`src/rtl/dbus_req_ctrl.sv`:
```
// Data-bus request controller: one access at a time, IDLE -> REQ -> RESP, with load extraction.
// Optional MISALIGN_CHECK_EN: misaligned accesses skip the bus and report out_misalign.
module dbus_req_ctrl (
  input  logic        clk,
  input  logic        reset,
  input  logic        in_valid,
  output logic        in_ready,
  input  logic [63:0] in_addr,
  input  logic [63:0] in_wd,
  input  logic [7:0]  in_strobe,
  input  logic [1:0]  in_msize,
  input  logic        in_is_load,
  input  logic        in_sign_ext,
  input  logic        flush,
  output logic        dreq_valid,
  output logic [63:0] dreq_addr,
  output logic [1:0]  dreq_size,
  output logic [7:0]  dreq_strobe,
  output logic [63:0] dreq_data,
  input  logic        dresp_data_ok,
  input  logic [63:0] dresp_data,
  output logic        out_valid,
  input  logic        out_ready,
  output logic [63:0] out_rdata
`ifdef MISALIGN_CHECK_EN
  ,
  output logic        out_misalign
`endif
);

  localparam logic [1:0] MSIZE1 = 2'd0;
  localparam logic [1:0] MSIZE2 = 2'd1;
  localparam logic [1:0] MSIZE4 = 2'd2;
  localparam logic [1:0] MSIZE8 = 2'd3;

  typedef enum logic [1:0] {IDLE, REQ, RESP} state_e;

  state_e      state_q, state_d;
  logic [63:0] addr_q, wd_q;
  logic [7:0]  strobe_q;
  logic [1:0]  size_q;
  logic        load_q, sext_q;
  logic        drop_q, drop_d;
  logic [63:0] rdata_q, rdata_d;
  logic        accept_c;
  logic [5:0]  shamt_c;
  logic [63:0] shifted_c, result_c;
  logic        misalign_c;
`ifdef MISALIGN_CHECK_EN
  logic        mis_q, mis_d;
`endif

  assign accept_c = in_valid && (state_q == IDLE) && !flush;

`ifdef MISALIGN_CHECK_EN
  always_comb begin
    misalign_c = 1'b0;
    unique case (in_msize)
      MSIZE2:  misalign_c = in_addr[0];
      MSIZE4:  misalign_c = |in_addr[1:0];
      MSIZE8:  misalign_c = |in_addr[2:0];
      default: misalign_c = 1'b0;
    endcase
  end
`else
  assign misalign_c = 1'b0;
`endif

  // Lane select from the registered address, then sign/zero extend.
  always_comb begin
    shamt_c = 6'd0;
    unique case (size_q)
      MSIZE1:  shamt_c = {addr_q[2:0], 3'b000};
      MSIZE2:  shamt_c = {addr_q[2:1], 4'b0000};
      MSIZE4:  shamt_c = {addr_q[2], 5'b00000};
      default: shamt_c = 6'd0;
    endcase
    shifted_c = dresp_data >> shamt_c;
    unique case (size_q)
      MSIZE1:  result_c = {{56{sext_q & shifted_c[7]}}, shifted_c[7:0]};
      MSIZE2:  result_c = {{48{sext_q & shifted_c[15]}}, shifted_c[15:0]};
      MSIZE4:  result_c = {{32{sext_q & shifted_c[31]}}, shifted_c[31:0]};
      default: result_c = shifted_c;
    endcase
    if (!load_q) result_c = 64'd0;
  end

  always_comb begin
    state_d = state_q;
    drop_d  = drop_q;
    rdata_d = rdata_q;
`ifdef MISALIGN_CHECK_EN
    mis_d   = mis_q;
`endif
    unique case (state_q)
      IDLE: begin
        if (accept_c) begin
          if (misalign_c) begin
            state_d = RESP;
            rdata_d = 64'd0;
          end else begin
            state_d = REQ;
          end
`ifdef MISALIGN_CHECK_EN
          mis_d = misalign_c;
`endif
        end
      end
      REQ: begin
        if (flush) drop_d = 1'b1;
        if (dresp_data_ok) begin
          drop_d = 1'b0;
          if (drop_q || flush) begin
            state_d = IDLE;
          end else begin
            state_d = RESP;
            rdata_d = result_c;
          end
        end
      end
      RESP: begin
        if (flush || out_ready) begin
          state_d = IDLE;
`ifdef MISALIGN_CHECK_EN
          mis_d   = 1'b0;
`endif
        end
      end
      default: state_d = IDLE;
    endcase
  end

  always_ff @(posedge clk or posedge reset) begin
    if (reset) begin
      state_q  <= IDLE;
      drop_q   <= 1'b0;
      rdata_q  <= 64'd0;
      addr_q   <= 64'd0;
      wd_q     <= 64'd0;
      strobe_q <= 8'd0;
      size_q   <= MSIZE1;
      load_q   <= 1'b0;
      sext_q   <= 1'b0;
`ifdef MISALIGN_CHECK_EN
      mis_q    <= 1'b0;
`endif
    end else begin
      state_q <= state_d;
      drop_q  <= drop_d;
      rdata_q <= rdata_d;
`ifdef MISALIGN_CHECK_EN
      mis_q   <= mis_d;
`endif
      if (accept_c) begin
        addr_q   <= in_addr;
        wd_q     <= in_wd;
        strobe_q <= in_strobe;
        size_q   <= in_msize;
        load_q   <= in_is_load;
        sext_q   <= in_sign_ext;
      end
    end
  end

  assign in_ready    = (state_q == IDLE);
  assign dreq_valid  = (state_q == REQ);
  assign dreq_addr   = addr_q;
  assign dreq_size   = size_q;
  assign dreq_strobe = strobe_q;
  assign dreq_data   = wd_q;
  assign out_valid   = (state_q == RESP);
  assign out_rdata   = rdata_q;
`ifdef MISALIGN_CHECK_EN
  assign out_misalign = mis_q;
`endif

endmodule

```
`config.mk`:
```
export PLATFORM = sky130hd
export DESIGN_NAME = dbus_req_ctrl
export DESIGN_NICKNAME = d
export VERILOG_FILES = /design/src/rtl/dbus_req_ctrl.sv
export SDC_FILE = /design/constraint.sdc
export NUM_CORES = 1
export LEC_CHECK = 0
export ABC_AREA = 1
export CAP_MARGIN = 20
export CORE_AREA = 5 5 188 190
export CTS_CLUSTER_DIAMETER = 80
export DETAILED_ROUTE_END_ITERATION = 10
export DIE_AREA = 0 0 193 195
export MAX_ROUTING_LAYER = met4
export PLACE_DENSITY = 0.64
export SLEW_MARGIN = 5
export SYNTH_ARGS = -nofsm -noshare
export SYNTH_HDL_FRONTEND = slang
export SYNTH_SLANG_ARGS = --single-unit
```
`constraint.sdc`:
```
create_clock -name clk -period 9.9 [get_ports clk]
set_clock_uncertainty 0.2 [all_clocks]
set_input_delay 1.485 -clock clk [delete_from_list [all_inputs] [get_ports clk]]
set_output_delay 1.485 -clock clk [all_outputs]
set_load 0.005 [all_outputs]
```
==> run summary, run 1 <==
Status
* finished, final reports clean — status

Floorplanning
* 0.0333 mm^2 — total core area
* 29.7% — initial standard-cell utilization of the core
* 415 — Top-Level Pins
* 67 — row count
* 0.0376 mm^2 — Total Die Area
* 193 um — die span in x
* 195 um — floorplan die height

Route
* 8,926 — number of vias after detailed routing
* 4200 um — detailed route wirelength on metal3
* 14,000 um — post-route met1 wirelength
* 0 — Detail Route Antenna Nets
* 19,400 um — DR WL met2
* 0 — DR DRC count
* 38,300 um — total wirelength of the detailed-routed design
* 5 — detailed-router iteration count before antenna repair
* met4 — max layer used
* 488 — Iteration-0 DRC Markers
* 20.3 um — post-DR wirelength/cell
* 4.72 — per-cell via count in the routed design

CTS
* 0 — Post-CTS Hold Fix Bufs
* 0 — post-CTS setup repair buffer count
* 0.06 ns — register clock-pin slew on the reported worst setup and hold paths
* yes — clock tree from TritonCTS
* 3 — buffer depth of the longest clock path
* 1 — Clock H-tree levels
* clkbuf_16 — clk root buf
* 207 — total number of clock tree sinks
* 0 — Post-CTS Resized
* 23 — total CTS buffers
* 0.51 ns — clock insertion delay at the later pin of the skew report

Placed design
* 28,300 um — HPWL reported at the end of detailed placement
* 0.926 — global placement routability congestion
* 414 — I/O Buffers

Pwr
* 6.85 nW — Static Leakage
* 0.000133 V — maximum vdd ir drop
* 232 mW/mm^2 — PwrDens

Timing
* 4.28 ns — Period minus WS final
* no — unrepaired setup endpoints after global routing
* 43.3% — portion of the clock cycle consumed by the worst path in the final layout
* 31.4% — Slew headroom
* 0 — final-report max-slew violation count
* 1.03 ns — worst slew pin tran
* 0.279 ns — Hold Slack
* 0 — Hold Fails Final Rpt
* 0 — count of endpoints failing setup in the final report
* 0.233 GHz — timing-limited maximum frequency
* 0 ns — TNS Setup

Synthesis
* 9.73% — Synth Area in Compound Gates
* 0% — post-synthesis xor/xnor area fraction
* 0 — Post-synth EDFFs
* 0 — Syn. warnings
* 15.5% — share of cell area taken by muxes after synthesis
* 207 — flip-flop and latch count after synthesis
* simple AND/OR/NAND/NOR gates — combinational family with the most area after synthesis
* 52.4% — sequential fraction of the synthesis area
* dfrtp_1 (52%), mux2_2 (15%), nand2_1 (13%) — cell types with the largest area share after synthesis
* dfrtp_1 — cell accounting for the most synthesized area
* 9.43 um^2 — Avg Synthesized Cell Area
* 1,259 — synthesized net count
* 17.7% — area fraction in and, or, nand and nor cells after synthesis
* dfrtp_1 — top flip-flop cell by instance count after synthesis
* 52.4% — top-area cell type share of the netlist area
* 1,049 — cells after synthesis
* 30 — synth unique cells
* 0% — adder-cell share of the synthesized area
* 100% — FFs w/ async S/R, synth
* 0.00989 mm^2 — Synth Cell Area

GRT
* 20.0% — total global routing track utilization
* 144 — largest net degree at the start of global routing
* 9,486 — number of global-route vias before repair
* 56,300 um — wire length of the first global-routing pass
* 6 — antenna violations before repair
* 0 — final global-route overflow total

Cells and area
* clkdlybuf4s50_1 (414), nand2_1 (333), dfrtp_1 (207), mux2_2 (136), o21ai_0 (52) — commonest cells after routing, fill and taps aside
* 52.4% — Layout Area Growth over Synthesis
* 1,637 — number of nets in the layout
* clkdlybuf4s50_1 — most common cell after layout, fill and taps aside
* 13.0% — fraction of final layout cells with drive strength greater than 1

Worst setup path
* flip-flop — critical path capture point type
* reg2reg — critical path class
* 4.47 ns — data arrival time of the worst path
* 44 — critical-path maximum fanout
* 10.09 ns — CP required
* flip-flop — critical path launch point type
* 9 — number of cells on the worst reg-to-reg path

Run
* 0 — max_cap viols

Worst hold path
* reg2reg — path class of the lowest-slack min-delay path
* 2 — Worst Hold Path Cells

-- cell families after synthesis --
| family | after synthesis |
|---|---|
| AO/OA/AOI/OAI | 161 |
| multiplexers | 136 |
| AND/OR/NAND/NOR | 436 |
| buffers and inverters | 109 |
| flip-flops | 207 |
-- critical path, cell delays in order, from the launching register on --
cell      delay, ns
dfrtp_1        0.81
nand2_1        0.47
nand2_2        0.79
inv_2          0.39
nand3_1        0.20
nand2_1        0.11
nand3_2        0.30
nand2_2        0.48
o21bai_1       0.31
nand2_1        0.08
-- final timing paths --
kind	startpoint	endpoint	slack (ns)
worst max register to register	dreq_size[1]$_DFFE_PP0P_	out_rdata[58]$_DFFE_PP0P_	5.62
worst max-delay path	dreq_size[1]$_DFFE_PP0P_	out_rdata[58]$_DFFE_PP0P_	5.62
min in group asynchronous	reset	dreq_data[15]$_DFFE_PP0P_	1.12
worst min-delay path	out_rdata[40]$_DFFE_PP0P_	out_rdata[40]$_DFFE_PP0P_	0.28
worst min register to register	out_rdata[40]$_DFFE_PP0P_	out_rdata[40]$_DFFE_PP0P_	0.28
max in group asynchronous	reset	out_rdata[1]$_DFFE_PP0P_	6.61
-- metal layers --
| layer | global-route usage (%) | up-vias |
|---|---|---|
| li1 | - | 4224 |
| met1 | 21.9 | 4273 |
| met2 | 34.5 | 384 |
| met3 | 7.39 | 45 |
| met4 | 5.14 | 0 |
| met5 | - | - |
-- area by class of cell --
| cell class | instances | area [um^2] |
|---|---|---|
| Inverter | 40 | 158 |
| Timing Repair Buffer | 422 | 4220 |
| Clock inverter | 2 | 37.5 |
| Sequential cell | 207 | 5180 |
| Antenna cell | 6 | 15.0 |
| Clock buffer | 34 | 647 |
| Tap cell | 448 | 561 |
| Fill cell | 3226 | 18200 |
| Multi-Input combinational cell | 733 | 4260 |
-- stage by stage --
stage	std cells	power [mW]	setup slack (ns)	util [%]	instance area [um^2]
global route	1892	3.72	5.31	45.3	15100
floorplan	1049	1.84	2.56	-	9890
detailed placement	1849	2.70	5.19	43.1	14400
CTS	1885	3.55	5.64	45.2	15000
finish	1892	3.49	5.62	45.3	15100
global placement	1849	2.69	5.19	43.1	14400
-- flip-flops by register name, indices dropped and copies added (netlist names) --
register     count
dreq_strobe      8
drop_q           1
sext_q           1
out_rdata       64
dreq_size        2
state_q          2
dreq_data       64
dreq_addr       64
load_q           1
-- Yosys cell counts, types with 2 or more instances --
| master | number |
|---|---|
| o211ai_1 | 10 |
| o21bai_1 | 34 |
| a21oi_1 | 23 |
| o31ai_1 | 8 |
| buf_6 | 2 |
| nand3_2 | 2 |
| nor2_1 | 40 |
| dfrtp_1 | 207 |
| clkbuf_1 | 30 |
| nor2_2 | 2 |
| buf_1 | 7 |
| nand3_1 | 51 |
| mux2_2 | 136 |
| o21a_1 | 5 |
| buf_2 | 26 |
| o21ai_0 | 52 |
| buf_4 | 4 |
| inv_1 | 37 |
| nand2_1 | 333 |
| nand4_1 | 2 |
| inv_2 | 3 |
| o21ai_1 | 25 |
| nand2_2 | 3 |
-- report_power, final --
group          switching (mW)  leakage, nW  internal (mW)
Combinational           0.605         3.98          0.781
Clock                   0.341        0.329          0.472
Sequential              0.177         2.53           1.12
Total                    1.12         6.85           2.37
Power figures use the tool's default switching activity.
==> inputs of run 2 (changes only) <==
==> constraint.sdc (replaced) <==
create_clock -name clk -period 4.4 [get_ports clk]
set_clock_uncertainty 0.2 [all_clocks]
set_input_delay 0.66 -clock clk [delete_from_list [all_inputs] [get_ports clk]]
set_output_delay 0.66 -clock clk [all_outputs]
set_load 0.005 [all_outputs]
==> run 2 against run 1 <==
Compared with the run above:
- sequential power up 120%
- highest routed layer unchanged
- flip-flop and latch count unchanged
- routed wire length is 0.60% higher
- critical endpoint is now out_rdata[40]$_DFFE_PP0P_
- setup slack got worse by 4.6 ns
- first-iteration DRC count is 31% higher
- worst hold slack worse by 0.0020 ns
- combinational power rose by 130%
- final area up 0.84%
- critical path depth rose by 1
==> run summary, run 2 (synthesized netlist as in run 1, its figures left out) <==
Floorplanning
* 193 um — die span in x, unchanged
* 29.7% — initial standard-cell utilization of the core, unchanged
* 195 um — floorplan die height, unchanged
* 0.0333 mm^2 — total core area, unchanged
* 415 — Top-Level Pins, unchanged
* 67 — row count, unchanged
* 0.0376 mm^2 — Total Die Area, unchanged

Worst setup path
* 10 — number of cells on the worst reg-to-reg path, +1
* flip-flop — critical path capture point type
* reg2reg — critical path class
* 34 — critical-path maximum fanout, -23%
* dreq_size[1]$_DFFE_PP0P_ — worst flop-to-flop path startpoint
* 4.59 ns — CP required, -5.50 ns
* 3.54 ns — data arrival time of the worst path, -0.93 ns
* out_rdata[40]$_DFFE_PP0P_ — endpoint of the worst register-to-register path
* 1.05 ns — r2r setup slk, -4.56 ns
* flip-flop — critical path launch point type

GRT
* 2 — antenna violations before repair, -4
* 142 — largest net degree at the start of global routing, -1.4%
* 0 — final global-route overflow total, unchanged
* 20.2% — total global routing track utilization, +0.20 points
* 57,100 um — wire length of the first global-routing pass, +1.3%
* 9,306 — number of global-route vias before repair, -1.9%

CTS
* 1 — Clock H-tree levels, unchanged
* yes — clock tree from TritonCTS
* 0 — Post-CTS Hold Fix Bufs, unchanged
* 0.06 ns — register clock-pin slew on the reported worst setup and hold paths, about the same
* 0.51 ns — clock insertion delay at the later pin of the skew report, about the same
* 0 — Post-CTS Resized, unchanged
* 207 — total number of clock tree sinks, unchanged
* clkbuf_16 — clk root buf
* 0 — post-CTS setup repair buffer count, unchanged
* 3 — buffer depth of the longest clock path, unchanged
* 25 — total CTS buffers, +8.7%

Cells and area
* 13.8% — fraction of final layout cells with drive strength greater than 1, +0.81 points
* 1,898 — count of non-filler cells in the finished layout, +0.32%
* clkdlybuf4s50_1 — most common cell after layout, fill and taps aside
* clkdlybuf4s50_1 (414), nand2_1 (333), dfrtp_1 (207), mux2_2 (136), o21ai_0 (52) — commonest cells after routing, fill and taps aside
* 53.7% — Layout Area Growth over Synthesis
* 1,642 — number of nets in the layout, +0.31%

Worst hold path
* reg2reg — path class of the lowest-slack min-delay path
* out_rdata[24]$_DFFE_PP0P_ — worst hold endpoint
* 2 — Worst Hold Path Cells, unchanged
* out_rdata[24]$_DFFE_PP0P_ — worst hold start

Pwr
* 32.2% — switch share, +0.036 points
* 2.57 mW — switching pwr, +130%
* 39.4% — Logic pwr share, -0.3 points
* 526 mW/mm^2 — PwrDens, +130%
* 5.42 mW — cell-internal power, +130%
* 6.92 nW — Static Leakage, +1.1%
* 24.3% — share of total power in the clock network, +1.0 points
* 36.3% — portion of total power attributed to sequential cells, -0.7 points
* 0.000365 V — maximum vdd ir drop, +170%
* 8.00 mW — Overall Power, +130%

Route
* 4.75 — per-cell via count in the routed design, +0.61%
* 637 — Iteration-0 DRC Markers, +31%
* 9,009 — number of vias after detailed routing, +0.93%
* 0 — Detail Route Antenna Nets, unchanged
* 5 — detailed-router iteration count before antenna repair, unchanged
* 38,500 um — total wirelength of the detailed-routed design, +0.60%
* 0 — DR DRC count, unchanged
* 20.3 um — post-DR wirelength/cell, +0.28%

Run
* 0 — max_cap viols, unchanged

Timing
* 3.35 ns — Period minus WS final, -0.938 ns
* 1.09 ns — worst slew pin tran, +0.0650 ns
* 0 — Hold Fails Final Rpt, unchanged
* 0 — final-report max-slew violation count, unchanged
* 0.299 GHz — timing-limited maximum frequency, +28%
* 0.277 ns — Hold Slack, -0.00196 ns
* 76.1% — portion of the clock cycle consumed by the worst path in the final layout, +33 points
* 27.0% — Slew headroom, -4.3 points
* no — unrepaired setup endpoints after global routing
* 0 — count of endpoints failing setup in the final report, unchanged
* 0 ns — TNS Setup, unchanged

Placed design
* 1,853 — Placed Cells, +0.22%
* 414 — I/O Buffers, unchanged
* 0.911 — global placement routability congestion, -1.6%
* 28,900 um — HPWL reported at the end of detailed placement, +2.3%

Status
* finished, final reports clean — status

[run 2: changes by cell type in the layout (fill, tap and decap cells not counted), moves of 2 or more]
cell / before / now
buf_12: 0 / 4
clkinv_2: 0 / 4
diode_2: 6 / 2
clkbuf_1: 8 / 5
clkbuf_8: 3 / 6
clkbuf_16: 23 / 25
clkinv_4: 0 / 2
[run 2: power by group through the flow]
stage	registers (mW)	clock network [mW]	logic (mW)
floorplan	2.90	0	1.24
global placement	2.90	0	3.17
detailed placement	2.91	0	3.17
CTS	2.90	2.01	3.19
global route	2.99	2.09	3.43
finish	2.90	1.94	3.15
[run 2: worst max-delay path, stage by stage (launching register included)]
cell	delay [ns]
dfrtp_1	0.62
inv_2	0.27
nand2_2	0.18
nor2_2	0.47
nand2_1	0.09
nand3_1	0.09
nand3_1	0.11
nand3_2	0.30
nand2_2	0.46
o21bai_1	0.32
nand2_1	0.08
[run 2: final cells by class]
cell class / count / area, um^2
fillers: 3184 / 18100
flip-flops and latches: 207 / 5180
repair buffers: 425 / 4280
multi-input cells: 733 / 4260
clock buffers: 36 / 727
well taps: 448 / 561
inverters: 40 / 154
clock inverters: 7 / 45.0
diodes: 2 / 5.00
[run 2: layer usage]
layer  vias to the layer above  GRT usage (%)  wire length (um)
li1                       4230              -                 -
met1                      4300           23.1             14300
met3                        50           8.05              4380
met5                         -              -                 0
met4                         0           4.09               825
met2                       429           33.8             19000
[run 2: worst max-delay path by stage]
stage | depth (start not counted) | startpoint | slack [ns] | to
floorplan | 1 | reset | 0.85 | dreq_addr[0]$_DFFE_PP0P_
detailed placement | 10 | dreq_size[1]$_DFFE_PP0P_ | 1.13 | out_rdata[46]$_DFFE_PP0P_
finish | 10 | dreq_size[1]$_DFFE_PP0P_ | 1.05 | out_rdata[40]$_DFFE_PP0P_
global placement | 9 | dresp_data[63] | 1.29 | out_rdata[32]$_DFFE_PP0P_
CTS | 10 | dreq_size[1]$_DFFE_PP0P_ | 1.09 | out_rdata[40]$_DFFE_PP0P_
global route | 10 | dreq_size[1]$_DFFE_PP0P_ | 0.79 | out_rdata[62]$_DFFE_PP0P_
[run 2: metrics by stage]
stage	instance area (um^2)	setup WS, ns	util, %
final	15200	1.05	45.7
after floorplan	9900	0.854	-
after global placement	14400	1.29	43.4
after CTS	15200	1.09	45.7
after global routing	15200	0.788	45.7
after detailed placement	14400	1.13	43.4
==> inputs of run 3 (changes only) <==
==> constraint.sdc (replaced) <==
create_clock -name clk -period 3.1 [get_ports clk]
set_clock_uncertainty 0.2 [all_clocks]
set_input_delay 0.465 -clock clk [delete_from_list [all_inputs] [get_ports clk]]
set_output_delay 0.465 -clock clk [all_outputs]
set_load 0.005 [all_outputs]
==> run 3 against run 2 <==
Compared with the run above:
- combinational power up 44%
- non-clock buffer count up 13
- critical endpoint is now out_rdata[52]$_DFFE_PP0P_
- setup slack worse by 0.52 ns
- largest cell class unchanged
==> run summary, run 3 (synthesized netlist as in run 1, its figures left out) <==
Worst setup path
* out_rdata[52]$_DFFE_PP0P_ — timing endpoint of the critical path
* dreq_size[1]$_DFFE_PP0P_ — launching element of the worst setup path
* 0.53 ns — r2r setup slk, -0.52 ns
* dfrtp_1 — critical-path cell with the highest stage delay
* 11 — number of cells on the worst reg-to-reg path, +1
* nand2_1 — Crit path top cell by count
* flip-flop — critical path launch point type
* 0.47 ns — worst stage delay on the critical path, -0.15 ns
* 1 — Crit path buffers/inverters, unchanged
* nor2_4 > nand2_4 > nand2_1 > nand3_1 > nand3_1 > nand2_1 > nand3_2 > nand2_2 > buf_4 > o21bai_1 > nand2_1 — cell-by-cell trace of the critical path
* 2.76 ns — data arrival time of the worst path, -0.78 ns
* reg2reg — critical path class
* 3.30 ns — CP required, -1.29 ns
* dreq_size[1]$_DFFE_PP0P_ — worst flop-to-flop path startpoint
* 11 — Worst path depth, +1
* 55 — critical-path maximum fanout, +62%
* flip-flop — critical path capture point type
* out_rdata[52]$_DFFE_PP0P_ — endpoint of the worst register-to-register path
* simple AND/OR/NAND/NOR gates — cell family contributing the most delay on the critical path

Timing
* no — unrepaired setup endpoints after global routing
* 0 ns — TNS Setup, unchanged
* 0.390 GHz — timing-limited maximum frequency, +30%
* 0 — final-report max-slew violation count, unchanged
* 82.8% — portion of the clock cycle consumed by the worst path in the final layout, +6.7 points
* 0.534 ns — PnR worst setup slack, -0.519 ns
* 52.4% — Slew headroom, +25 points
* 0 — count of endpoints failing setup in the final report, unchanged
* 2.57 ns — Period minus WS final, -0.781 ns
* 0 — Hold Fails Final Rpt, unchanged
* 0.715 ns — worst slew pin tran, -0.377 ns

Pwr
* 11.4 mW — Overall Power, +42%
* 0.000485 V — maximum vdd ir drop, +33%
* 743 mW/mm^2 — PwrDens, +41%
* 6.98 nW — Static Leakage, +0.88%

Placed design
* 29,200 um — HPWL reported at the end of detailed placement, +0.82%
* 0.0146 mm^2 — cell area after placement, +0.85%
* 414 — I/O Buffers, unchanged
* 0.511 ns — setup slack at placement, -0.615 ns
* 0.892 — global placement routability congestion, -2.0%

CTS
* 0.06 ns — register clock-pin slew on the reported worst setup and hold paths, about the same
* 0.52 ns — clock insertion delay at the later pin of the skew report, about the same
* 0 — post-CTS setup repair buffer count, unchanged
* 24 — total CTS buffers, -4.0%
* 3 — buffer depth of the longest clock path, unchanged
* 0 — Post-CTS Hold Fix Bufs, unchanged
* yes — clock tree from TritonCTS
* clkbuf_16 — clk root buf
* 207 — total number of clock tree sinks, unchanged
* 0 — Post-CTS Resized, unchanged
* 1 — Clock H-tree levels, unchanged

Cells and area
* 14.6% — fraction of final layout cells with drive strength greater than 1, +0.84 points
* clkdlybuf4s50_1 (414), nand2_1 (333), dfrtp_1 (207), mux2_2 (136), o21ai_0 (52) — commonest cells after routing, fill and taps aside
* 0.0153 mm^2 — post-route cell area, +0.80%
* 1,654 — number of nets in the layout, +0.73%
* 3,190 — filler cell count, +0.19%
* 46.1% — final standard cell utilization of the core, +0.36 points
* clkdlybuf4s50_1 — most common cell after layout, fill and taps aside
* 54.9% — Layout Area Growth over Synthesis

GRT
* 5 — antenna violations before repair, +3
* 57,300 um — wire length of the first global-routing pass, +0.48%
* 9,487 — number of global-route vias before repair, +1.9%
* 20.5% — total global routing track utilization, +0.24 points
* 0 — final global-route overflow total, unchanged
* 74 — largest net degree at the start of global routing, -48%

Route
* 20.2 um — post-DR wirelength/cell, -0.41%
* 9,016 — number of vias after detailed routing, +0.078%
* 5 — detailed-router iteration count before antenna repair, unchanged
* 0 — DR DRC count, unchanged
* 38,700 um — total wirelength of the detailed-routed design, +0.48%
* 4.71 — per-cell via count in the routed design, -0.81%
* 614 — Iteration-0 DRC Markers, -3.6%
* 0 — Detail Route Antenna Nets, unchanged

Floorplanning
* 415 — Top-Level Pins, unchanged
* 67 — row count, unchanged
* 29.7% — initial standard-cell utilization of the core, unchanged
* 195 um — floorplan die height, unchanged
* 0.0333 mm^2 — total core area, unchanged
* 193 um — die span in x, unchanged
* 0.0376 mm^2 — Total Die Area, unchanged

Status
* finished, final reports clean — status

Run
* 0 — max_cap viols, unchanged

Worst hold path
* in2async — path class of the lowest-slack min-delay path

## run 3: worst min-delay path by stage
stage	startpoint	end
6_report	reset	dreq_data[31]$_DFFE_PP0P_
3_3_place_gp	out_rdata[16]$_DFFE_PP0P_	out_rdata[16]$_DFFE_PP0P_
5_1_grt	reset	out_rdata[5]$_DFFE_PP0P_
3_5_place_dp	out_rdata[31]$_DFFE_PP0P_	out_rdata[31]$_DFFE_PP0P_
4_1_cts	reset	dreq_data[27]$_DFFE_PP0P_
2_1_floorplan	out_rdata[15]$_DFFE_PP0P_	out_rdata[15]$_DFFE_PP0P_
## run 3: power breakdown
group	internal (mW)	switching (mW)	total (mW)
Sequential	3.57	0.521	4.09
Combinational	2.55	2.00	4.55
Clock	1.57	1.18	2.75
## run 3: cell type report
type | instances | area [um^2] | share of cell area, %
antenna | 6 | 15.0 | 0.0980
clock buffer | 33 | 696 | 4.54
clock inverter | 10 | 65.1 | 0.424
inverter | 40 | 154 | 1.00
multi-input combinational | 733 | 4260 | 27.8
sequential | 207 | 5180 | 33.8
tap | 448 | 561 | 3.66
timing repair buffer | 438 | 4400 | 28.7
## run 3: per-layer routing
layer | global-route usage (%) | up-vias | wire length [um]
met5 | - | - | 0
met4 | 6.06 | 0 | 1250
met3 | 7.70 | 63 | 4350
met2 | 33.9 | 411 | 18900
met1 | 23.1 | 4280 | 14200
li1 | - | 4262 | -
## run 3: per-stage QoR
step / instances / hold slack, ns
3_3_place_gp: 1866 / 0.263
2_1_floorplan: 1049 / 0.272
4_1_cts: 1909 / 0.150
6_report: 1915 / 0.160
3_5_place_dp: 1866 / 0.265
5_1_grt: 1914 / 0.189
